**src/rtl/bht_pkg.sv**
```systemverilog
// Shared types, constants and index helper for the gshare branch history table.
package bht_pkg;

  typedef logic [1:0] bht_cnt_t;

  localparam bht_cnt_t CNT_WNT = 2'b01;
  localparam bht_cnt_t CNT_MAX = 2'b11;

  // Widest PC / history the shared update record can carry; instances zero-extend into it.
  localparam int unsigned BHT_PC_W    = 64;
  localparam int unsigned BHT_GHIST_W = 16;

  typedef enum logic {
    BHT_INIT,
    BHT_IDLE
  } bht_state_e;

  typedef struct packed {
    logic                   valid;
    logic [BHT_PC_W-1:0]    pc;
    logic [BHT_GHIST_W-1:0] ghist;
    logic                   taken;
    logic                   mispredict;
  } bht_update_t;

  // Row = PC bits above the halfword and slot offset, XORed with the history, cut to idx_w bits.
  function automatic logic [BHT_GHIST_W-1:0] bht_row_idx(
    input logic [BHT_PC_W-1:0]    pc,
    input logic [BHT_GHIST_W-1:0] ghist,
    input int unsigned            ofs_w,
    input int unsigned            idx_w
  );
    logic [BHT_GHIST_W-1:0] mask;
    mask = (idx_w >= BHT_GHIST_W) ? '1
         : ((BHT_GHIST_W'(1) << idx_w) - BHT_GHIST_W'(1));
    return (BHT_GHIST_W'(pc >> (ofs_w + 1)) ^ ghist) & mask;
  endfunction

endpackage

```
**src/rtl/bht_ghist_predictor_if.sv**
```systemverilog
// Lookup, speculative-history and resolve signals between the frontend and the predictor.
interface bht_ghist_predictor_if #(
  parameter int unsigned VLEN            = 39,
  parameter int unsigned INSTR_PER_FETCH = 2,
  parameter int unsigned HIST_LEN        = 3
);
  logic                       flush_bp_i;
  logic [VLEN-1:0]            vpc_i;
  logic [INSTR_PER_FETCH-1:0] pred_valid_o;
  logic [INSTR_PER_FETCH-1:0] pred_taken_o;
  logic [HIST_LEN-1:0]        pred_ghist_o;
  logic                       spec_push_i;
  logic                       spec_taken_i;
  logic                       update_valid_i;
  logic [VLEN-1:0]            update_pc_i;
  logic [HIST_LEN-1:0]        update_ghist_i;
  logic                       update_taken_i;
  logic                       update_mispredict_i;
  logic                       init_busy_o;

  modport slave (
    input  flush_bp_i, vpc_i, spec_push_i, spec_taken_i,
           update_valid_i, update_pc_i, update_ghist_i, update_taken_i, update_mispredict_i,
    output pred_valid_o, pred_taken_o, pred_ghist_o, init_busy_o
  );

  modport master (
    output flush_bp_i, vpc_i, spec_push_i, spec_taken_i,
           update_valid_i, update_pc_i, update_ghist_i, update_taken_i, update_mispredict_i,
    input  pred_valid_o, pred_taken_o, pred_ghist_o, init_busy_o
  );
endinterface

```
**src/rtl/bht_ghr.sv**
```systemverilog
// Speculative global history register: clear beats mispredict restore, which beats a push.
module bht_ghr #(
  parameter int unsigned HIST_LEN = 3
) (
  input  logic                clk_i,
  input  logic                rst_ni,
  input  logic                clear_i,
  input  logic                restore_i,
  input  logic [HIST_LEN-1:0] restore_ghist_i,
  input  logic                restore_taken_i,
  input  logic                push_i,
  input  logic                push_taken_i,
  output logic [HIST_LEN-1:0] ghr_o
);

  logic [HIST_LEN-1:0] ghr_q, ghr_d;
  logic [HIST_LEN-1:0] restore_val, push_val;

  if (HIST_LEN == 1) begin : g_single
    assign restore_val = restore_taken_i;
    assign push_val    = push_taken_i;
  end else begin : g_shift
    assign restore_val = {restore_ghist_i[HIST_LEN-2:0], restore_taken_i};
    assign push_val    = {ghr_q[HIST_LEN-2:0], push_taken_i};
  end

  always_comb begin
    ghr_d = ghr_q;
    if (clear_i) begin
      ghr_d = '0;
    end else if (restore_i) begin
      ghr_d = restore_val;
    end else if (push_i) begin
      ghr_d = push_val;
    end
  end

  always_ff @(posedge clk_i or negedge rst_ni) begin
    if (!rst_ni) begin
      ghr_q <= '0;
    end else begin
      ghr_q <= ghr_d;
    end
  end

  assign ghr_o = ghr_q;

endmodule

```
**src/rtl/bht_ghist_predictor.sv**
```systemverilog
// Gshare branch predictor: per-slot 2-bit counters indexed by PC ^ GHR, self-initialising
// through a row sweep so the counter storage carries no reset.
module bht_ghist_predictor
  import bht_pkg::*;
#(
  parameter int unsigned NR_ENTRIES      = 128,
  parameter int unsigned INSTR_PER_FETCH = 2,
  parameter int unsigned HIST_LEN        = 3,
  parameter int unsigned VLEN            = 39
) (
  input logic                  clk_i,
  input logic                  rst_ni,
  bht_ghist_predictor_if.slave bp
);

  localparam int unsigned ROWS   = NR_ENTRIES / INSTR_PER_FETCH;
  localparam int unsigned IDX_W  = $clog2(ROWS);
  localparam int unsigned OFS_W  = $clog2(INSTR_PER_FETCH);
  localparam int unsigned SLOT_W = (OFS_W > 0) ? OFS_W : 1;

  if (HIST_LEN == 0 || HIST_LEN > IDX_W || HIST_LEN > BHT_GHIST_W || VLEN > BHT_PC_W ||
      NR_ENTRIES < 2 * INSTR_PER_FETCH || (NR_ENTRIES & (NR_ENTRIES - 1)) != 0 ||
      (INSTR_PER_FETCH & (INSTR_PER_FETCH - 1)) != 0) begin : g_param_err
    $error("bht_ghist_predictor: illegal parameter combination");
  end

  bht_state_e       state_q, state_d;
  logic [IDX_W-1:0] row_ptr_q, row_ptr_d;
  logic             busy;

  logic [HIST_LEN-1:0] ghr;
  bht_update_t         upd;
  logic [IDX_W-1:0]    lookup_row, upd_row;
  logic [SLOT_W-1:0]   upd_slot;
  logic                upd_we;
  bht_cnt_t            upd_old [INSTR_PER_FETCH];
  bht_cnt_t            upd_cur, upd_next;

  assign upd = '{valid:      bp.update_valid_i,
                 pc:         BHT_PC_W'(bp.update_pc_i),
                 ghist:      BHT_GHIST_W'(bp.update_ghist_i),
                 taken:      bp.update_taken_i,
                 mispredict: bp.update_mispredict_i};

  assign lookup_row = IDX_W'(bht_row_idx(BHT_PC_W'(bp.vpc_i), BHT_GHIST_W'(ghr), OFS_W, IDX_W));
  assign upd_row    = IDX_W'(bht_row_idx(upd.pc, upd.ghist, OFS_W, IDX_W));

  if (OFS_W > 0) begin : g_slot
    assign upd_slot = upd.pc[1 +: SLOT_W];
  end else begin : g_no_slot
    assign upd_slot = '0;
  end

  always_ff @(posedge clk_i or negedge rst_ni) begin
    if (!rst_ni) begin
      state_q   <= BHT_INIT;
      row_ptr_q <= '0;
    end else begin
      state_q   <= state_d;
      row_ptr_q <= row_ptr_d;
    end
  end

  always_comb begin
    state_d   = state_q;
    row_ptr_d = row_ptr_q;
    case (state_q)
      BHT_INIT: begin
        row_ptr_d = row_ptr_q + IDX_W'(1);
        if (row_ptr_q == IDX_W'(ROWS - 1)) begin
          state_d = BHT_IDLE;
        end
      end
      default: ;
    endcase
    if (bp.flush_bp_i) begin
      state_d   = BHT_INIT;
      row_ptr_d = '0;
    end
  end

  assign busy   = (state_q == BHT_INIT);
  assign upd_we = upd.valid & ~busy;

  assign upd_cur = upd_old[upd_slot];

  always_comb begin
    upd_next = upd_cur;
    if (upd.taken && upd_cur != CNT_MAX) begin
      upd_next = upd_cur + bht_cnt_t'(1);
    end else if (!upd.taken && upd_cur != '0) begin
      upd_next = upd_cur - bht_cnt_t'(1);
    end
  end

  // One counter array per slot; reads are asynchronous so old data is seen on a same-row write.
  for (genvar gi = 0; gi < INSTR_PER_FETCH; gi++) begin : g_slot_mem
    bht_cnt_t cnt_q [ROWS];

    always_ff @(posedge clk_i) begin
      if (busy) begin
        cnt_q[row_ptr_q] <= CNT_WNT;
      end else if (upd_we && upd_slot == SLOT_W'(gi)) begin
        cnt_q[upd_row] <= upd_next;
      end
    end

    assign upd_old[gi]        = cnt_q[upd_row];
    assign bp.pred_taken_o[gi] = ~busy & cnt_q[lookup_row][1];
  end

  bht_ghr #(
    .HIST_LEN(HIST_LEN)
  ) u_ghr (
    .clk_i          (clk_i),
    .rst_ni         (rst_ni),
    .clear_i        (busy | bp.flush_bp_i),
    .restore_i      (upd.valid & upd.mispredict),
    .restore_ghist_i(upd.ghist[HIST_LEN-1:0]),
    .restore_taken_i(upd.taken),
    .push_i         (bp.spec_push_i),
    .push_taken_i   (bp.spec_taken_i),
    .ghr_o          (ghr)
  );

  assign bp.pred_valid_o = busy ? '0 : '1;
  assign bp.pred_ghist_o = ghr;
  assign bp.init_busy_o  = busy;

endmodule

```
**src/flat_wrapper.sv**
```systemverilog
// flat-port wrapper written by rule: the top's interface ports become plain ports
module bht_ghist_predictor_flat import bht_pkg::*;
#(
  parameter int unsigned NR_ENTRIES      = 128,
  parameter int unsigned INSTR_PER_FETCH = 2,
  parameter int unsigned HIST_LEN        = 3,
  parameter int unsigned VLEN            = 39
)
  (clk_i, rst_ni, bp_flush_bp_i, bp_vpc_i, bp_spec_push_i, bp_spec_taken_i, bp_update_valid_i, bp_update_pc_i, bp_update_ghist_i, bp_update_taken_i, bp_update_mispredict_i, bp_pred_valid_o, bp_pred_taken_o, bp_pred_ghist_o, bp_init_busy_o);
  bht_ghist_predictor_if #(.VLEN(VLEN), .INSTR_PER_FETCH(INSTR_PER_FETCH), .HIST_LEN(HIST_LEN)) bp_i ();
  input logic clk_i;
  input logic rst_ni;
  input wire logic [$bits(bp_i.flush_bp_i)-1:0] bp_flush_bp_i;
  input wire logic [$bits(bp_i.vpc_i)-1:0] bp_vpc_i;
  input wire logic [$bits(bp_i.spec_push_i)-1:0] bp_spec_push_i;
  input wire logic [$bits(bp_i.spec_taken_i)-1:0] bp_spec_taken_i;
  input wire logic [$bits(bp_i.update_valid_i)-1:0] bp_update_valid_i;
  input wire logic [$bits(bp_i.update_pc_i)-1:0] bp_update_pc_i;
  input wire logic [$bits(bp_i.update_ghist_i)-1:0] bp_update_ghist_i;
  input wire logic [$bits(bp_i.update_taken_i)-1:0] bp_update_taken_i;
  input wire logic [$bits(bp_i.update_mispredict_i)-1:0] bp_update_mispredict_i;
  output wire logic [$bits(bp_i.pred_valid_o)-1:0] bp_pred_valid_o;
  output wire logic [$bits(bp_i.pred_taken_o)-1:0] bp_pred_taken_o;
  output wire logic [$bits(bp_i.pred_ghist_o)-1:0] bp_pred_ghist_o;
  output wire logic [$bits(bp_i.init_busy_o)-1:0] bp_init_busy_o;
  assign bp_i.flush_bp_i = bp_flush_bp_i;
  assign bp_i.vpc_i = bp_vpc_i;
  assign bp_i.spec_push_i = bp_spec_push_i;
  assign bp_i.spec_taken_i = bp_spec_taken_i;
  assign bp_i.update_valid_i = bp_update_valid_i;
  assign bp_i.update_pc_i = bp_update_pc_i;
  assign bp_i.update_ghist_i = bp_update_ghist_i;
  assign bp_i.update_taken_i = bp_update_taken_i;
  assign bp_i.update_mispredict_i = bp_update_mispredict_i;
  assign bp_pred_valid_o = bp_i.pred_valid_o;
  assign bp_pred_taken_o = bp_i.pred_taken_o;
  assign bp_pred_ghist_o = bp_i.pred_ghist_o;
  assign bp_init_busy_o = bp_i.init_busy_o;
  bht_ghist_predictor #(.NR_ENTRIES(NR_ENTRIES), .INSTR_PER_FETCH(INSTR_PER_FETCH), .HIST_LEN(HIST_LEN), .VLEN(VLEN)) u_core (.clk_i(clk_i), .rst_ni(rst_ni), .bp(bp_i));
endmodule
```
**config.mk**
```make
export PLATFORM = sky130hd
export DESIGN_NAME = bht_ghist_predictor_flat
export DESIGN_NICKNAME = d
export VERILOG_FILES = /design/src/rtl/bht_pkg.sv /design/src/rtl/bht_ghist_predictor_if.sv /design/src/rtl/bht_ghr.sv /design/src/rtl/bht_ghist_predictor.sv /design/src/flat_wrapper.sv
export SDC_FILE = /design/constraint.sdc
export NUM_CORES = 1
export LEC_CHECK = 0
export BUFFER_PORTS_ARGS = -buffer_cell sky130_fd_sc_hd__buf_2
export CAP_MARGIN = 10
export CORE_MARGIN = 2
export CORE_UTILIZATION = 35
export DETAILED_ROUTE_END_ITERATION = 7
export GPL_TIMING_DRIVEN = 0
export PLACE_DENSITY_LB_ADDON = 0.3
export SYNTH_ARGS = -nofsm -noshare
export SYNTH_HDL_FRONTEND = slang
export SYNTH_SLANG_ARGS = --single-unit
```
**constraint.sdc**
```tcl
create_clock -name clk_i -period 11.3 [get_ports clk_i]
set_clock_uncertainty 0.1 [all_clocks]
set_input_delay 1.13 -clock clk_i [delete_from_list [all_inputs] [get_ports clk_i]]
set_output_delay 1.13 -clock clk_i [all_outputs]
set_load 0.02 [all_outputs]
```
### After elaboration in Yosys (flattened, before gate mapping)

Memory sizes are Yosys's and may differ from the RTL's.
Cells that the tools add are included.

* input bits: 89
* memories kept: 2
* word-level logic and storage cells: 58
* RAM bits: 256
* bits in registers: 10
* output and inout bits: 8

Memory list
* u_core.g_slot_mem[0].cnt_q: depth 64, bits a word 2, read ports 2, clocked after memory_dff 0, wr ports 1, line bht_ghist_predictor.sv:98 `bht_cnt_t cnt_q [ROWS];`
* u_core.g_slot_mem[1].cnt_q: depth 64, bits a word 2, read ports 2, clocked after memory_dff 0, wr ports 1, line bht_ghist_predictor.sv:98

* bitwise gates (word level): 10
* add/sub/neg operators: 3
* muxes and demuxes: 27
* eq/ne operators: 3
* reduce and logical (&&, ||, !) cells: 9
* magnitude comparators: 1

Operator list (number)
* $mux W6: 4
* $mux W2: 8
* $mux W1: 12
* $xor A6 B3 Y6: 2
* $mux W3: 3
* $add A6 B1 Y6 const B: 1
* $eq A6 B6 Y1 const B: 1
* $and A1 B1 Y1: 4
* $logic_and A1 B1 Y1: 4
* $ne A2 B2 Y1 const B: 2
* $reduce_or A2 Y1: 2
* $reduce_bool A3 Y1: 1
* $add A2 B1 Y2 const B: 1
* $ge A2 B2 Y1 const B: 1
* $not A1 Y1: 2
* $not A1 Y2: 1
* $reduce_bool A2 Y1: 1
* $sub A2 B1 Y2 const B: 1
* $logic_not A1 Y1: 1
* $or A1 B1 Y1: 1

### Logic depth before layout (Yosys ltp)

Gate-level depths: netlist of the first run.
An unclocked memory read counts as a cell.

* depth in word-level cells: 10
* depth in mapped cells: 16
* gate-level depth less buffers: 13

### Cells and area by module

From an unflattened synthesis of the first run, not the netlist that was laid out.

* cells, all modules: 792
* area total of the unflattened synthesis: 12612.1 sq um

Modules (own cells, without submodules)
* bht_ghist_predictor: area each 12462.0 sq um, cells an instance 779, sequential area each 7862.5 sq um, instances 1
* bht_ghr: area each 150.1 sq um, cells an instance 13, sequential area each 75.1 sq um, instances 1

### Worst setup path before layout of the first run

OpenSTA, ideal clock, no wires.

* path type: input-to-reg
* start: input bp_update_ghist_i[0]
* end: memory u_core.g_slot_mem[1].cnt_q[0][1] (netlist name), data pin
* arrival time: 5045 ps
* cell stages on the path: 11
* setup slack: 5792 ps
* data required time: 10838 ps
* setup time: 362 ps
* path through: xor2_2 -> buf_4 -> mux4_2 -> mux4_2 -> mux4_2 -> mux2_4 -> inv_2 -> ha_1 -> nand2b_1 -> a211oi_1 -> o21a_1

* longest elaborated chain between the ends: 10

Ends and longest elaborated chain
* start: declaration: line flat_wrapper.sv:19 `input wire logic [$bits(bp_i.update_ghist_i)-1:0] bp_update_ghist_i;`
* $xor A6 B3 Y6 *: line bht_pkg.sv:36 `return (BHT_GHIST_W'(pc >> (ofs_w + 1)) ^ ghist) & mask;`
* $mem_v2 Z64 W2
* $mux W2 (not written as such) * (3 in series): line bht_ghist_predictor.sv:85 `assign upd_cur = upd_old[upd_slot];`
* branches (longest 3 deep; another with $sub A2 B1 Y2)
* $mux W2 *: line bht_ghist_predictor.sv:89 `if (upd.taken && upd_cur != CNT_MAX) begin`
* $mux W2 (no line) *
* end: declaration: line bht_ghist_predictor.sv:98

Every way passes the cells marked *. The select of a mux whose other input is x is not followed.

### Worst setup path in the final report of the first run

* start: input bp_vpc_i[3]
* end: output bp_pred_taken_o[1]

* longest elaborated chain between the ends: 3

Ends and longest elaborated chain
* start: declaration: line flat_wrapper.sv:14 `input wire logic [$bits(bp_i.vpc_i)-1:0] bp_vpc_i;`
* $xor A6 B3 Y6: line bht_pkg.sv:36
* $mem_v2 Z64 W2
* $and A1 B1 Y1: line bht_ghist_predictor.sv:109 `assign bp.pred_taken_o[gi] = ~busy & cnt_q[lookup_row][1];`
* end: declaration: line flat_wrapper.sv:23 `output wire logic [$bits(bp_i.pred_taken_o)-1:0] bp_pred_taken_o;`

Every way passes these cells.

==> impl_metrics.toml, run 1 <==
[timing]
fin_ws_ps = 5650
tightest_slew_ps = 1270
tns_ps = 0
fmax_mhz = 177
slew_violations = 0
final-hold-violation-count = 0
finalSetupViolCount = 0
fin_hold_ws_ps = 356
period_needed_ps = 5650
layout_worst_path_cycle_share = 0.500
slew_headroom = 0.149
rsz0062_at_grt = "no"

[floorplan]
core_um2 = 35500
rows = 69
die-area_um2 = 37500
start_util = 0.355
die_h_um = 194
io_pins = 97
die_width_um = 194

[power]
power.density_nw_per_um2 = 146
ir_worst_vdd_mv = 0.116
power.leakage_nw = 4.98

[layout]
fin_nets = 958
diodes = 0
layout-drive-gt1-share = 0.225
stdcell_count = 1347
area_growth_pct = 12.9
fin_util = 0.401

[grt]
grt-ovfl-total = 0
grt_pass1_wl_um = 51700
grt_pass1_vias = 7913
antenna_found_initial = 0
grt_max_degree = 65
track_usage = 0.186

[placement]
place_inst = 1298
portBuffers = 28
gp_congestion = 0.885
dpl.hpwl_um = 24000
dp_slack_ps = 4650

[critical_path]
slowest_stage = "clkbuf_1"
cpMostUsedCell = "mux4_2"
cp-start-kind = "input port"
worstSetupEndpointType = "output port"
slowest_delay_ps = 920
critical_path_class = "in2out"
crit_fanout = 10
critPathRequiredTime_ps = 10070
arrival_ps = 4420
crit_family = "multiplexers"
path_buf_inv = 3
worstPathCellList = "buf_2 > xor2_1 > clkbuf_1 > mux4_2 > mux4_2 > mux4_2 > and2_1 > buf_2"

[yosys]
syn_inst = 805
synth_flop_cell = "edfxtp_1"
yosysTopAreaCellShare = 0.610
synthTopCellsByArea = "edfxtp_1, mux4_2, nor2_1, dfrtp_1, nand2_1"
netlist.top_cell.by_area = "edfxtp_1"
synth-edff-count = 256
synth_area_per_cell_um2 = 15.7
postSynth.asyncResetShare = 0.0376
yosys_warnings = 0
synth_area_um2 = 12600
ys_seq_area_frac = 0.630
synth.distinct_cells = 52
synth_nets = 897
synth_seq_cells = 266

[drt]
drcViolationCount = 0
wl_um = 35100
wire_per_inst_um = 26.0
antenna_left = 0
drtPass1Iterations = 7
drt_iter0_drc = 790
num_vias = 7835
detail_route.vias_per_cell = 5.82

[cts]
cts_inserted_buffers = 26
post-cts-setup-buffer-count = 0
clk_path_buf_depth = 3
clock_sinks = 266
cts-root-buf = "clkbuf_16"
cts_hold_buf = 0
cts_tree = "yes"
cts_max_level = 1
clk_pin_slew_ps = 60
clk_latency_ps = 540
cts_resized = 0

[status]
status = "finished clean"

[run]
cap_violations = 0

[hold_path]
hold_path.class = "in2async"
-- routing by layer --
layer / global-route usage / vias up / share of wire
met5: 0 / - / 0
met4: 0.0563 / 0 / 0.029
met3: 0.0344 / 65 / 0.097
met2: 0.297 / 434 / 0.47
met1: 0.259 / 4032 / 0.40
li1: - / 3304 / -
-- synth_stat cells (3+ instances only) --
| cell type | number |
|---|---|
| a32oi_1 | 5 |
| edfxtp_1 | 256 |
| a211oi_1 | 5 |
| nor2_1 | 157 |
| mux4_2 | 104 |
| clkbuf_1 | 27 |
| xnor2_1 | 7 |
| a31oi_1 | 13 |
| xor2_1 | 6 |
| o21a_1 | 4 |
| nand3_1 | 10 |
| and2_1 | 4 |
| mux4_1 | 3 |
| o211ai_1 | 3 |
| o21ai_0 | 8 |
| nand2b_1 | 14 |
| ha_1 | 3 |
| buf_2 | 8 |
| and3_1 | 5 |
| buf_4 | 6 |
| nor2b_1 | 8 |
| nand2_1 | 64 |
| mux2i_1 | 12 |
| nor3_1 | 8 |
| nand3b_1 | 3 |
| a221oi_1 | 3 |
| a21oi_1 | 7 |
| nor3b_1 | 3 |
| dfrtp_1 | 10 |
| inv_1 | 3 |
| nand4_1 | 7 |
-- path summary, 6_finish.rpt --
check	startpoint	end	slack (ps)	cells after the start
max	bp_vpc_i[3]	bp_pred_taken_o[1]	5650	8
min reg2reg	u_core.row_ptr_q[0]	u_core.row_ptr_q[1]	550	3
min	rst_ni	u_core.u_ghr.ghr_o[1]	360	1
min in group clk_i	u_core.row_ptr_q[0]	u_core.row_ptr_q[1]	550	3
max reg2reg	u_core.g_slot_mem[0].cnt_q[22][0]	u_core.g_slot_mem[1].cnt_q[50][1]	7390	10
max in group asynchronous	rst_ni	u_core.state_q	10520	1
-- kinds of logic (layout without fill, tap and decap cells) --
logic type	after synthesis	count (layout)	synth area share
flops	266	266	0.630
simple gates	290	290	0.0997
compound gates	61	61	0.0336
mux	121	121	0.204
xor+xnor	15	15	0.0116
buf+inv	49	130	0.0184
fa+ha+maj	3	3	0.00298
-- placed cells by master, fill, tap and decap left out, drive strengths merged, types with 5 or more instances in the layout --
master / synthesis / final
a21oi: 7 / 7
nand2b: 14 / 14
clkbuf: 27 / 64
nor2: 157 / 157
a31oi: 13 / 13
clkinv: 0 / 10
xor2: 8 / 8
nor2b: 8 / 8
xnor2: 7 / 7
nand4: 7 / 7
buf: 18 / 51
a32oi: 5 / 5
nand2: 64 / 64
edfxtp: 256 / 256
a211oi: 5 / 5
nor3: 8 / 8
o21ai: 8 / 8
dfrtp: 10 / 10
mux2i: 12 / 12
and3: 5 / 5
inv: 4 / 5
mux4: 107 / 107
nand3: 10 / 10
-- flip-flops by register name (all words and copies together), names as in the netlist --
register / cells
u_core.g_slot_mem.cnt_q: 256
u_core.u_ghr.ghr_o: 3
u_core.row_ptr_q: 6
u_core.state_q: 1
-- layout make-up --
class,instances,area (um2)
Timing Repair Buffer,33,235
Clock inverter,11,53.8
Buffer,45,216
Tap cell,461,577
Multi-Input combinational cell,490,4440
Sequential cell,266,7940
Fill cell,3222,21300
Inverter,4,15.0
Clock buffer,37,743
-- metrics by stage --
step / area (um2) / power, mW
after floorplan: 12600 / 1.20
after global placement: 13300 / 1.27
after detailed placement: 13400 / 1.27
after CTS: 14200 / 2.08
after global routing: 14200 / 2.13
final: 14200 / 2.07
-- where the power goes --
part           internal [mW]  switching (mW)  leakage [nW]
combinational         0.0633           0.121          1.64
sequential              1.07         0.00245          2.95
clock                  0.456           0.362         0.390
total                   1.59           0.485          4.98
Note: power is estimated with default switching activity, not from simulation.
==> inputs of run 2 (changes only) <==
clock period = 4.8 ns   (was 11.3 ns; I/O delays follow)
==> run 2 against run 1 <==
  * Combinational power increased by 150%
  * Non-clock buffer count increased by 2
  * Sequential power increased by 140%
  * Routed wire length increased by 1.1%
  * Count of clock-buffer cells in the layout decreased by 1
  * Global-route usage about the same
  * Clock power increased to 2.6 times the previous value
  * Die area unchanged
==> impl_metrics.toml, run 2 (synthesized netlist as in run 1, its figures left out) <==
[status]
status = "finished clean"

[power]
ir_worst_vdd_mv = 0.324
power.density_nw_per_um2 = 356
power.leakage_nw = 5.08

[drt]
detail_route.vias_per_cell = 5.86
wl_met1_um = 14400
wl_met3_um = 3120
top_layer_used = "met5"
dr_wl_met2_um = 16700
drcViolationCount = 0
num_vias = 7919
wl_um = 35400
antenna_left = 0
wire_per_inst_um = 26.2
drt_iter0_drc = 944
drtPass1Iterations = 6

[floorplan]
io_pins = 97
die_h_um = 194
rows = 69
start_util = 0.355
die_width_um = 194
die-area_um2 = 37500
core_um2 = 35500

[critical_path]
slowest_stage = "clkbuf_1"
critical_path_class = "reg2out"
cpMostUsedCell = "mux4_2"
worstPathCellList = "xor2_1 > clkbuf_1 > mux4_2 > mux4_2 > mux4_2 > and2_1 > buf_2"
r2r.worst_path.cells = 7
arrival_ps = 4060
crit_fanout = 10
critPathRequiredTime_ps = 4220
worstSetupEndpointType = "output port"
cp-start-kind = "register"
slowest_delay_ps = 840

[cts]
clock_sinks = 266
clk_pin_slew_ps = 60
cts_max_level = 1
clk_latency_ps = 550
clk_path_buf_depth = 3
cts-root-buf = "clkbuf_16"
cts_tree = "yes"
cts_inserted_buffers = 26

[layout]
design_area_um2 = 14400
layout_commonest_cell = "edfxtp_1"
largest_reg_flops = 256
fin_nets = 962
diodes = 0
area_growth_pct = 14.5
final_cell_mix = "edfxtp_1, nor2_1, mux4_2"
layout-drive-gt1-share = 0.244
fin_util = 0.407
stdcell_count = 1351
largest-register = "u_core.g_slot_mem.cnt_q"

[timing]
period_needed_ps = 4640
slew_headroom = 0.171
rsz0062_at_grt = "no"
tightest_slew_ps = 1230
fmax_mhz = 215
final-hold-violation-count = 0
slew_violations = 0
layout_worst_path_cycle_share = 0.967
finalSetupViolCount = 0

[grt]
antenna_found_initial = 1
grt-ovfl-total = 0
grt_max_degree = 65
grt_pass1_vias = 7814
grt_pass1_wl_um = 51600
track_usage = 0.186

[hold_path]
min_path_cells = 2
hold_path.class = "in2reg"

[placement]
portBuffers = 28
gp_congestion = 0.894
place_inst = 1296
dpl.hpwl_um = 23700
placed_area_um2 = 13400

[run]
cap_violations = 0
## run 2: layout make-up
class	count	area (um2)
Buffer	45	224
Clock buffer	36	739
Clock inverter	12	165
Fill cell	3197	21100
Inverter	4	15.0
Multi-Input combinational cell	492	4540
Sequential cell	266	7940
Tap cell	461	577
Timing Repair Buffer	35	228
## run 2: routing by layer
metal / global-route usage / vias up
met1: 0.259 / 4095
met2: 0.296 / 425
met5: 0 / -
met3: 0.0324 / 79
li1: - / 3318
met4: 0.0625 / 2
## run 2: timing repair
item	in CTS	in global routing
hold buffers	1	0
gates cloned	0	2
gates resized for setup	7	12
pin swaps	2	3
hold endpoints to repair	10	0
endpoints found under the setup margin	239	239
buffers inserted	0	4
## run 2: path summary, 6_finish.rpt
check                                             startpoint                                 to  slack, ps
max                                    u_core.u_ghr.ghr_o[1]                 bp_pred_taken_o[1]        160
min                                            bp_flush_bp_i                u_core.row_ptr_q[3]        110
max reg2reg                u_core.g_slot_mem[0].cnt_q[22][0]  u_core.g_slot_mem[0].cnt_q[52][1]        680
min reg2reg                              u_core.row_ptr_q[0]                u_core.row_ptr_q[1]        560
max in group asynchronous                             rst_ni                u_core.row_ptr_q[1]       4170
min in group asynchronous                             rst_ni              u_core.u_ghr.ghr_o[1]        240
## run 2: power breakdown
| group | total, mW | switching, mW | internal (mW) |
|---|---|---|---|
| Combinational | 0.459 | 0.299 | 0.160 |
| Sequential | 2.52 | 0.00578 | 2.52 |
| Clock | 2.15 | 0.865 | 1.29 |
| Total | 5.14 | 1.17 | 3.97 |
## run 2: worst max-delay path: cells and delay by family, from the launching register on
kind,cells,cell delay [ps]
xor gates and xnor gates,1,470
and+or+nand+nor,1,170
DFF,1,410
buffers and inverters,2,990
muxes,3,1470
## run 2: metrics by stage
step	TNS, ps	worst slack [ps]	power [mW]	hold slack, ps
CTS	0	14.7	5.13	95.5
detailed placement	-238130	-1140	3.00	257
floorplan	0	63.8	2.83	84.4
finish	0	159	5.14	115
global placement	-297530	-1650	3.00	254
global route	0	33.6	5.27	114
==> inputs of run 3 (changes only) <==
SYNTH_HIERARCHICAL = 1   (was not set)
==> run 3 against run 2 <==
  * Sequential cell count unchanged
  * Routed wire length up 1.0%
  * Synthesized area about the same
  * Design area down 0.79%
  * Clock power down 9.3%
  * Hold slack better by 59 ps
  * Core utilization down 0.42 points
  * Critical path depth unchanged
  * Sequential power about the same
  * Synthesized cell count down 1.6%
  * Maximum frequency down 1.2%
  * Via count down 0.25%
==> impl_metrics.toml, run 3 <==
[drt]
drtPass1Iterations = 5
num_vias = 7899
drt_iter0_drc = 924
wl_um = 35800
wire_per_inst_um = 26.7
top_layer_used = "met5"
wl_met1_um = 14700
dr_wl_met2_um = 16800
drcViolationCount = 0
detail_route.vias_per_cell = 5.89
antenna_left = 0
wl_met3_um = 3200

[cts]
cts_inserted_buffers = 27
clk_path_buf_depth = 3
clock_sinks = 266
clk_pin_slew_ps = 60
cts_max_level = 1
clk_latency_ps = 540
cts_tree = "yes"
cts-root-buf = "clkbuf_16"

[layout]
diodes = 0
fin_nets = 951
largest_reg_flops = 256
final_cell_mix = "edfxtp_1, nor2_1, mux4_2"
stdcell_count = 1340
n_fill_cell = 3286
design_area_um2 = 14300
layout_commonest_cell = "edfxtp_1"
largest-register = "u_core/g_slot_mem.cnt_q"
area_growth_pct = 13.5
layout-drive-gt1-share = 0.245

[yosys]
ys_seq_area_frac = 0.629
syn_inst = 792
synth_seq_cells = 266
synthTopCellsByArea = "edfxtp_1, mux4_2, nor2_1, dfrtp_1, nand2_1"
synth_area_um2 = 12600
netlist.top_cell.by_area = "edfxtp_1"
synth_common_cells = "edfxtp_1, nor2_1, mux4_2"
yosysMostFrequentCell = "edfxtp_1"
synth_nets = 884
yosysTopAreaCellShare = 0.610
yosys_warnings = 6
synth_area_per_cell_um2 = 15.9
synth-edff-count = 256
synth_flop_cell = "edfxtp_1"
postSynth.asyncResetShare = 0.0376
synth.distinct_cells = 52

[timing]
tightest_slew_ps = 1210
layout_worst_path_cycle_share = 0.979
finalSetupViolCount = 0
tns_ps = 0
slew_violations = 0
fin_hold_ws_ps = 174
period_needed_ps = 4700
fmax_mhz = 213
final-hold-violation-count = 0
slew_headroom = 0.188

[critical_path]
slowest_stage = "clkbuf_1"
critPathRequiredTime_ps = 4220
worstPathCellList = "xor2_1 > clkbuf_1 > mux4_2 > mux4_2 > mux4_2 > and2_1 > buf_2"
arrival_ps = 4120
path_buf_inv = 2
worstSetupEndpointType = "output port"
cp-start-kind = "register"
critical_path_class = "reg2out"
cpMostUsedCell = "mux4_2"
slowest_delay_ps = 840
crit_family = "multiplexers"
crit_fanout = 10

[floorplan]
io_pins = 97
core_um2 = 35600
rows = 69
die_width_um = 194
die-area_um2 = 37600
start_util = 0.355
die_h_um = 194

[placement]
portBuffers = 27
gp_congestion = 0.919
placed_area_um2 = 13400
dpl.hpwl_um = 24500
place_inst = 1285

[power]
power.leakage_nw = 4.97
power.density_nw_per_um2 = 345
ir_worst_vdd_mv = 0.267

[grt]
grt_pass1_wl_um = 52300
grt_max_degree = 53
track_usage = 0.189
grt_pass1_vias = 7715
grt-ovfl-total = 0
antenna_found_initial = 1

[run]
cap_violations = 0

[hold_path]
hold_path.class = "in2reg"

[status]
status = "finished clean"
[run 3: changes by cell type in the layout (fill, tap and decap cells not counted), moves of 4 or more]
cell      change
o31ai_1       +8
nand4_1       -4
nand3_1      +15
a31oi_1      -11
clkinv_1      +5
mux4_2        +9
nor2_1        -7
nand2_1      -14
mux2i_1       -5
nand2b_1      -8
a32oi_1       -4
nor4_1        +4
[run 3: report_power, final]
group / internal [mW] / leakage, nW / switching, mW
clock network: 1.09 / 0.389 / 0.853
registers: 2.52 / 2.92 / 0.00475
logic: 0.178 / 1.67 / 0.296
total: 3.79 / 4.97 / 1.15
[run 3: cell families (layout without fill, tap and decap cells)]
family	Yosys count	count (layout)	synth area share
adders and majority gates	3	3	0.00298
xor gates and xnor gates	15	15	0.0119
DFF	266	266	0.629
AOI/OAI and AO/OA	54	54	0.0295
and+or+nand+nor	280	280	0.0968
buffers and inverters	51	138	0.0194
muxes	123	123	0.210
[run 3: worst paths after layout]
check,start,to,slack (ps),cells after the start
worst max-delay path,u_core/u_ghr/ghr_o[1],bp_pred_taken_o[1],100,7
worst min-delay path,bp_update_ghist_i[1],u_core/u_ghr/ghr_o[2],170,3
worst max register to register,u_core/g_slot_mem[1].cnt_q[12][1],u_core/g_slot_mem[0].cnt_q[9][1],880,10
worst min register to register,u_core/row_ptr_q[0],u_core/row_ptr_q[1],570,3
max in group asynchronous,rst_ni,u_core/row_ptr_q[3],4150,2
min in group asynchronous,rst_ni,u_core/u_ghr/ghr_o[2],240,2
[run 3: what timing repair did]
| item | 4_1_cts | 5_1_grt |
|---|---|---|
| gates cloned | 0 | 0 |
| endpoints found under the hold margin | 10 | 0 |
| hold buffers | 1 | 0 |
| pin swaps | 0 | 1 |
| gates resized for setup | 3 | 5 |
| buffers inserted | 0 | 5 |
| setup endpoints to repair | 235 | 125 |
[run 3: worst min-delay path: cells and delay by family]
family          cells  cell delay, ps
simple gates        1             110
compound gates      1              60
buf+inv             1             120
[run 3: layout make-up]
| type | instances | area, um2 | share of cell area |
|---|---|---|---|
| clock buffers | 38 | 717 | 0.0501 |
| clock inverters | 11 | 80.1 | 0.00559 |
| well taps | 461 | 577 | 0.0403 |
| inverters | 6 | 22.5 | 0.00157 |
| plain buffers | 45 | 239 | 0.0167 |
| multi-input cells | 475 | 4450 | 0.311 |
| flip-flops and latches | 266 | 7940 | 0.555 |
| repair buffers | 38 | 287 | 0.0200 |
[run 3: per-stage QoR]
stage | setup slack [ps] | util | power (mW)
after floorplan | 217 | - | 2.86
after global placement | -1740 | 0.375 | 3.03
after detailed placement | -852 | 0.378 | 3.03
after CTS | 80.9 | 0.401 | 4.96
after global routing | -29.1 | 0.402 | 5.08
final | 101 | 0.402 | 4.94
[run 3: routing by layer]
metal,up-vias,track usage
met3,74,0.0297
met5,-,0
met4,2,0.0645
li1,3283,-
met2,428,0.300
met1,4112,0.267
